==> src/rtl/mips_mem_pkg.sv <==
// Shared types for the load/store path: access opcodes, LSU states and
// the alignment/classification helpers used by the LSU.
package mips_mem_pkg;

    typedef enum logic [2:0] {
        OP_LW  = 3'd0,
        OP_LH  = 3'd1,
        OP_LHU = 3'd2,
        OP_LB  = 3'd3,
        OP_LBU = 3'd4,
        OP_SW  = 3'd5,
        OP_SH  = 3'd6,
        OP_SB  = 3'd7
    } op_t;

    typedef enum logic [2:0] {
        S_IDLE,
        S_READ,
        S_CAPTURE,
        S_WRITE,
        S_DONE
    } state_t;

    function automatic logic is_load(input op_t op);
        return op inside {OP_LW, OP_LH, OP_LHU, OP_LB, OP_LBU};
    endfunction

    function automatic logic is_misaligned(input op_t op, input logic [1:0] off);
        case (op)
            OP_LW, OP_SW:         return off != 2'b00;
            OP_LH, OP_LHU, OP_SH: return off[0];
            default:              return 1'b0;
        endcase
    endfunction

endpackage

==> src/rtl/lsu_align.sv <==
// Big-endian lane handling: extracts and extends load lanes from a memory
// word, and merges sub-word store data into a read-back word.
module lsu_align
    import mips_mem_pkg::*;
(
    input  op_t         op,
    input  logic [1:0]  byte_off,
    input  logic [31:0] word,
    input  logic [15:0] st_data,
    output logic [31:0] ld_result,
    output logic [31:0] merged
);

    // Byte 0 sits in the most significant lane, so the lane LSB is (3-off)*8.
    logic [4:0]  byte_lsb;
    logic [7:0]  lane_b;
    logic [15:0] lane_h;

    assign byte_lsb = {~byte_off, 3'b000};
    assign lane_b   = word[byte_lsb +: 8];
    assign lane_h   = byte_off[1] ? word[15:0] : word[31:16];

    always_comb begin
        // NOTE: every output gets a default before the case so no path
        // leaves it unassigned, which would otherwise infer a latch.
        ld_result = word;
        merged    = word;
        case (op)
            OP_LH:  ld_result = {{16{lane_h[15]}}, lane_h};
            OP_LHU: ld_result = {16'h0000, lane_h};
            OP_LB:  ld_result = {{24{lane_b[7]}}, lane_b};
            OP_LBU: ld_result = {24'h000000, lane_b};
            OP_SH: begin
                if (byte_off[1]) merged[15:0]  = st_data;
                else             merged[31:16] = st_data;
            end
            OP_SB:  merged[byte_lsb +: 8] = st_data[7:0];
            default: ;
        endcase
    end

endmodule

==> src/rtl/load_store_unit.sv <==
// Multi-cycle load/store unit: word-addressed MEM handshake, sub-word
// loads with extension, and read-modify-write for byte/half stores.
module load_store_unit
    import mips_mem_pkg::*;
(
    input  logic        clk,
    input  logic        rst,
    input  logic        req,
    input  logic [2:0]  op,
    input  logic [31:0] addr,
    input  logic [31:0] st_data,
    output logic        busy,
    output logic        done,
    output logic [31:0] ld_data,
    output logic        misaligned,
    output logic [31:0] addr_in,
    output logic [31:0] wr_data,
    output logic        MemWrite,
    output logic        MemRead,
    input  logic [31:0] rd_data
);

    state_t      state;
    op_t         op_q;
    logic [1:0]  off_q;
    logic [15:0] st_low_q;
    logic [31:0] ld_result;
    logic [31:0] merged;

    lsu_align u_align (
        .op        (op_q),
        .byte_off  (off_q),
        .word      (rd_data),
        .st_data   (st_low_q),
        .ld_result (ld_result),
        .merged    (merged)
    );

    assign busy = (state != S_IDLE);

    // Strobes and done are decoded one edge early so they leave a flop.
    always_ff @(posedge clk) begin
        // NOTE: sequential state uses non-blocking assignments only, so every
        // register samples the pre-edge values regardless of statement order.
        if (rst) begin
            state      <= S_IDLE;
            done       <= 1'b0;
            misaligned <= 1'b0;
            MemRead    <= 1'b0;
            MemWrite   <= 1'b0;
            ld_data    <= '0;
            addr_in    <= '0;
            wr_data    <= '0;
            op_q       <= OP_LW;
            off_q      <= '0;
            st_low_q   <= '0;
        end else begin
            done       <= 1'b0;
            misaligned <= 1'b0;
            MemRead    <= 1'b0;
            MemWrite   <= 1'b0;
            case (state)
                S_IDLE: begin
                    if (req) begin
                        op_q     <= op_t'(op);
                        off_q    <= addr[1:0];
                        st_low_q <= st_data[15:0];
                        addr_in  <= {addr[31:2], 2'b00};
                        if (is_misaligned(op_t'(op), addr[1:0])) begin
                            state      <= S_DONE;
                            done       <= 1'b1;
                            misaligned <= 1'b1;
                        end else if (op_t'(op) == OP_SW) begin
                            state    <= S_WRITE;
                            MemWrite <= 1'b1;
                            wr_data  <= st_data;
                        end else begin
                            state   <= S_READ;
                            MemRead <= 1'b1;
                        end
                    end
                end
                S_READ: state <= S_CAPTURE;
                S_CAPTURE: begin
                    if (is_load(op_q)) begin
                        ld_data <= ld_result;
                        state   <= S_DONE;
                        done    <= 1'b1;
                    end else begin
                        wr_data  <= merged;
                        state    <= S_WRITE;
                        MemWrite <= 1'b1;
                    end
                end
                S_WRITE: begin
                    state <= S_DONE;
                    done  <= 1'b1;
                end
                S_DONE:  state <= S_IDLE;
                default: state <= S_IDLE;
            endcase
        end
    end

endmodule

==> config.mk <==
export PLATFORM = sky130hd
export DESIGN_NAME = load_store_unit
export DESIGN_NICKNAME = d
export VERILOG_FILES = /design/src/rtl/mips_mem_pkg.sv /design/src/rtl/lsu_align.sv /design/src/rtl/load_store_unit.sv
export SDC_FILE = /design/constraint.sdc
export NUM_CORES = 1
export LEC_CHECK = 0
export CORE_MARGIN = 1.5
export CORE_UTILIZATION = 35
export DETAILED_ROUTE_END_ITERATION = 10
export GPL_TIMING_DRIVEN = 1
export PLACE_DENSITY_LB_ADDON = 0.12
export SLEW_MARGIN = 20
export SYNTH_ARGS = -nofsm -noshare
export SYNTH_HDL_FRONTEND = slang
export SYNTH_SLANG_ARGS = --single-unit
==> constraint.sdc <==
create_clock -name clk -period 5.1 [get_ports clk]
set_input_delay 1.02 -clock clk [delete_from_list [all_inputs] [get_ports clk]]
set_output_delay 1.02 -clock clk [all_outputs]
set_load 0.01 [all_outputs]
======== After elaboration in Yosys (flattened, before gate mapping) ========
Cells that the tools add are included.
word-level totals
  register bits after elaboration ......... 122
  input port bits ......................... 102
  output and inout port bits .............. 101
  word-level logic and storage cells ...... 79
operators by class
  add/subtract/negate cells ............... 1
  equality and inequality tests ........... 17
  shift-type cells ........................ 3
  mux-type cells .......................... 30
  bitwise logic cells ..................... 3
  reductions and logical operators ........ 14
operator list
  kind                    count
  $mux 32                 4
  $pmux 32 s2             2
  $pmux 32 s4             1
  $mux 16                 3
  $bwmux 32               1
  $shift 8x7->32 const A  1
  $shiftx 32x6->8         1
  $shiftx 8x7->32         1
  $eq 3x2->1 const B      5
  $eq 3x3->1 const B      5
  $pmux 3 s4              1
  $mux 1                  11
  $eq 3x1->1 const B      3
  $logic_not 3->1         3
  $mux 3                  3
  $ne 2x2->1 const B      4
  $neg 5->7               1
  $reduce_and 5->1        1
  $reduce_bool 5->1       1
  $pmux 1 s2              2
  $reduce_and 2->1        2
  $reduce_bool 2->1       2
  $reduce_or 2->1         2
  $reduce_or 4->1         1
  other kinds (6)         7

======== Logic depth before layout (Yosys ltp) ========
  word-level depth ........................ 9
  depth in mapped cells ................... 9
  depth with buffers taken out ............ 6

======== By module ========
From an unflattened synthesis, not the netlist that was laid out.
unflattened totals
  cell total of the unflattened synthesis .. 760
  area, all modules ....................... 6,363.6 um^2
by module, submodules not included
  module           instances  cells an instance  area each (um^2)  seq. area each (um^2)
  load_store_unit  1          555                4,752.1           2,442.3
  lsu_align        1          205                1,611.5           0.0

======== Least setup slack after synthesis ========
Ideal clock, no wire load.
  path type ............................... register -> register
  start point ............................. register off_q[1]
  end point ............................... register wr_data[24]
  setup time .............................. 117 ps
  arrival ................................. 2,438 ps
  required time ........................... 4,983 ps
  path slack .............................. 2,545 ps
  stages on the path, launching flop included .. 10
  buffers on the path ..................... 3
  clock period less this slack ............ 2,555 ps
  cells stage by stage .................... dfxtp_1 buf_2 buf_1 inv_1 ha_1 and4b_1 and3_1 clkbuf_1 a221o_1 a32o_1
between the ends
  word-level cells in the longest chain between the ends .. 7
  elaborated cells on any way between the ends .. 9
  classes of those cells .................. add/sub: 1; shift: 2; mux: 5; bitwise: 1
RTL lines
  element                                            RTL line               text
  from (decl)                                        load_store_unit.sv:25  logic [1:0] off_q;
  from (signal assigned)                             load_store_unit.sv:66  off_q <= addr[1:0];
  $not 2->2                                          lsu_align.sv:19        assign byte_lsb = {~byte_off, 3'b000};
  $neg 5->7                                          lsu_align.sv:37        OP_SB: merged[byte_lsb +: 8] = st_data[7:0];
  $shiftx 8x7->32 or $shift 8x7->32 (tied branches)  lsu_align.sv:37
  $bwmux 32                                          lsu_align.sv:37
  $pmux 32 s2 (*)                                    lsu_align.sv:28        case (op)
  $mux 32 (*)                                        load_store_unit.sv:85  if (is_load(op_q)) begin
  $pmux 32 s2 (*)                                    load_store_unit.sv:62  case (state)
  to (signal assigned)                               load_store_unit.sv:76  wr_data <= st_data;
  to (signal assigned)                               load_store_unit.sv:90  wr_data <= merged;
  to (decl)                                          load_store_unit.sv:17  output logic [31:0] wr_data,
Mark *: on every way between the ends. The rest lies on a longest branch, timed or not. The select of a mux whose other input is x is not followed.
A chain may end at the register's enable or synchronous reset.

======== Worst setup path after layout ========
  start point ............................. register op_q[0]
  end point ............................... register wr_data[28]
between the ends
  word-level cells in the longest chain between the ends .. 4
  elaborated cells on any way between the ends .. 13
  classes of those cells .................. eq/ne: 7; mux: 3; reduce/logical: 3
RTL lines
  element                                                           RTL line                             text
  from (decl)                                                       load_store_unit.sv:24                op_t op_q;
  from (signal assigned)                                            load_store_unit.sv:65                op_q <= op_t'(op);
  $eq 3x1->1, or another cell as far along                          mips_mem_pkg.sv:25                   return op inside {OP_LW, OP_LH, OP_LHU, OP_LB, OP_LBU};
  $reduce_bool 5->1 or $pmux 32 s2 (tied branches)                  mips_mem_pkg.sv:25, lsu_align.sv:28
  $ne 2x2->1 (no source line) or $mux 32 (tied branches)            -
  $reduce_and 5->1 (no source line) or $pmux 32 s2 (tied branches)  -
Several ways; a longest one is shown, not always the timed one. The select of a mux whose other input is x is not followed.

==> results.md <==
* Worst EP required at 5.45 ns
* Hold_buf cts at 0
* Seq/Total Area, Yosys at 39.6%
* Synth cell types at 67
* Crit path kind: flip-flop to flip-flop
* Die W at 136 um
* Starting Density at 35.8%
* CTS tree: built
* Post-route antenna net violation count at 0
* MaxCap Viol Count at 0
* Number of synthesized flops with an enable pin at 0
* Min cycle time layout at 3.17 ns
* Flops & latches, synth at 122
* Max IR drop VDD at 0.000237 V
* Rel. slew slack at 28.7%
* Final number of setup-violating endpoints at 0
* Largest net degree at the start of global routing at 83
* Combinational share of power at 20.9%
* Fin crit share at 62.1%
* P&R area growth vs syn at 42.4%
* CP arrival at 3.52 ns
* First-pass GRT wire length at 32700 um
* Boundary pin count at 203
* Number of antenna diodes at 0
* Switch share at 27.3%
* Total negative slack at 0 ns
* Crit end category: flip-flop
* Core Area at 17200 um2
* YS warnings at 0
* Drt total wl at 21100 um
* Clock tree buffer depth at 2
* Die height at 136 um
* Worst-Margin Slew at 1.07 ns
* Final hold vios at 0
* Cts repair resizes at 0
* Clock share of power at 42.2%
* GR Overflow Total at 0
* Fill cell count at 1675
* Post-synthesis cell area at 6170 um2
* Die area at 18400 um2
* Nets at 999
* Vias in the first global route at 6201
* Final Cell Area at 8780 um2
* Synth area leaders: dfxtp_1 (40%), nand2_1 (8.5%), a21oi_1 (5.8%), a211oi_1 (3.4%), a21o_1 (2.9%)
* Max Fanout on Critical Path at 34
* Fmax at 316 MHz
* Via/cell ratio at 5.53
* H-tree depth at 4
* Clock Skew at 0.00724 ns
* WL met2 at 9870 um
* Vias at 6234
* Total GRT Usage at 23.0%
* Critical Path, Cell by Cell: or2_1, a21oi_4, nor3_2, a32o_1
* Total setup buffers inserted after CTS at 0
* DRC at 0
* DRT iter0 DRCs at 533
* Top layer in use: met4
* Sequential Power Share at 36.9%
* Pint at 2.16 mW
* Clk Latency, worst-skew pair at 0.42 ns
* Final GP Congestion at 0.882
* Top cell type's share of synthesized area at 39.6%
* Clock sinks at 122
* Startpoint Class: flip-flop
* Cell area power density at 338 nW/um2
* PortBufs at 200
* Synthesized area per cell at 8.45 um2
* DRT Pass-1 Iters at 5
* CP peak stage delay at 1.02 ns
* Async SR Flop Fraction at 0%
* Crit-path slowest cell: dfxtp_1
* Hold Path Class: flip-flop to flip-flop
* Placed Instances at 1098
* Fraction of layout cells with a size suffix above 1 at 7.65%
* Finished Layout Cells at 1127
* Routed met3 length at 1870 um
* Cells after synthesis at 730
* Root Buffer Master: clkbuf_16
* Hpwl dp at 15100 um
* Max Slew Vio Count at 0
* FP Rows at 48
* Initial antenna violation count at 0
* P_sw at 812 uW
* Static leakage at 3.10 nW
* M1 WL at 8610 um
* CTS Buf Count at 17
* Yosys top cell by area: dfxtp_1
* WL/cell at 18.7 um
* Outcome: complete, no violations
* Clk slew on worst S/H paths at 0.06 ns
* Fin Hold WS at 0.453 ns
* RSZ-0062 raised after global routing: no
* Area after DPL at 8180 um2
* Dominant synthesized flop cell: dfxtp_1
## critical path: cells and delay by family (launching register included)
family	cells	cell delay [ns]
AO/OA/AOI/OAI	2	0.64
flip-flops	1	1.02
AND/OR/NAND/NOR	2	1.43
## worst paths after layout
kind	from	to	slack, ns	cells past startpoint
max reg2reg	op_q[0]	wr_data[28]	1.93	4
min	addr_in[3]	addr_in[3]	0.45	2
max	op_q[0]	wr_data[28]	1.93	4
min reg2reg	addr_in[3]	addr_in[3]	0.45	2
## stage by stage
step	util, %	worst slack [ns]	total power, mW
3_5_place_dp	47.5	1.70	1.73
6_report	51.0	1.93	2.97
3_3_place_gp	47.5	1.87	1.72
4_1_cts	51.0	1.97	2.99
2_1_floorplan	-	2.54	1.44
5_1_grt	51.0	1.68	3.10
## registers in the layout, summed over array words and instances (netlist names)
signal      flops
done            1
addr_in        30
wr_data        32
misaligned      1
op_q            3
MemRead         1
st_low_q       16
off_q           2
ld_data        32
MemWrite        1
state           3
## logic make-up (layout without fill, tap and decap cells)
logic type	Yosys count	in the layout	synth area share (%)
multiplexers	17	17	3.14
XOR/XNOR	2	2	0.588
other	1	2	0.0608
flip-flops	122	122	39.6
AND/OR/NAND/NOR	220	220	16.7
adder cells (fa/ha/maj)	5	5	1.01
buffers and inverters	95	266	7.04
AO/OA/AOI/OAI	268	268	31.9
## cell usage in the layout (no fill, tap or decap), types with 6 or more instances in the layout
| cell | Yosys | routed |
|---|---|---|
| o221ai_1 | 8 | 8 |
| a21o_1 | 24 | 24 |
| o21a_1 | 8 | 8 |
| dfxtp_1 | 122 | 122 |
| o32ai_1 | 17 | 17 |
| a32o_1 | 15 | 15 |
| o21ai_0 | 33 | 33 |
| nand2_1 | 139 | 139 |
| clkdlybuf4s50_1 | 0 | 199 |
| a221o_1 | 16 | 16 |
| a221oi_1 | 18 | 18 |
| a21oi_1 | 72 | 72 |
| a211oi_1 | 28 | 28 |
| buf_4 | 6 | 6 |
| a211oi_2 | 10 | 10 |
| mux2i_1 | 7 | 7 |
| inv_1 | 31 | 31 |
| or4_1 | 7 | 7 |
| nor2_1 | 36 | 36 |
| mux2_2 | 9 | 9 |
| clkbuf_16 | 0 | 17 |
## power by group through the flow
stage | combinational [mW] | sequential [mW] | clock [mW]
final | 0.620 | 1.10 | 1.25
after global routing | 0.679 | 1.10 | 1.32
after detailed placement | 0.618 | 1.11 | 0
after floorplan | 0.330 | 1.11 | 0
after CTS | 0.622 | 1.09 | 1.27
after global placement | 0.608 | 1.11 | 0
## synthesized netlist by cell type (5+ instances only)
master and n:
nand2_1 139, dfxtp_1 122, a21oi_1 72, nor2_1 36, o21ai_0 33, inv_1 31, clkbuf_1 30, a211oi_1 28
a21o_1 24, buf_2 19, a221oi_1 18, o32ai_1 17, a221o_1 16, a32o_1 15, a211oi_2 10, mux2_2 9
o21a_1 8, o221ai_1 8, mux2i_1 7, or4_1 7, buf_4 6, and2_1 5, ha_1 5
## layout make-up
cell class                 count  area, um2  share of cell area (%)
clock buffer                  21        460                    5.24
clock inverter                 8        144                    1.64
inverter                      31        116                    1.32
multi-input combinational    514       3300                    37.5
sequential                   122       2440                    27.8
tap                          225        282                    3.20
timing repair buffer         206       2040                    23.2
## metal layers
| layer | global-route usage, % | vias to the layer above |
|---|---|---|
| li1 | - | 2991 |
| met1 | 27.3 | 2918 |
| met2 | 37.4 | 274 |
| met3 | 7.78 | 51 |
| met4 | 10.9 | 0 |
| met5 | 0 | - |
Note: power is estimated with default switching activity, not from simulation.
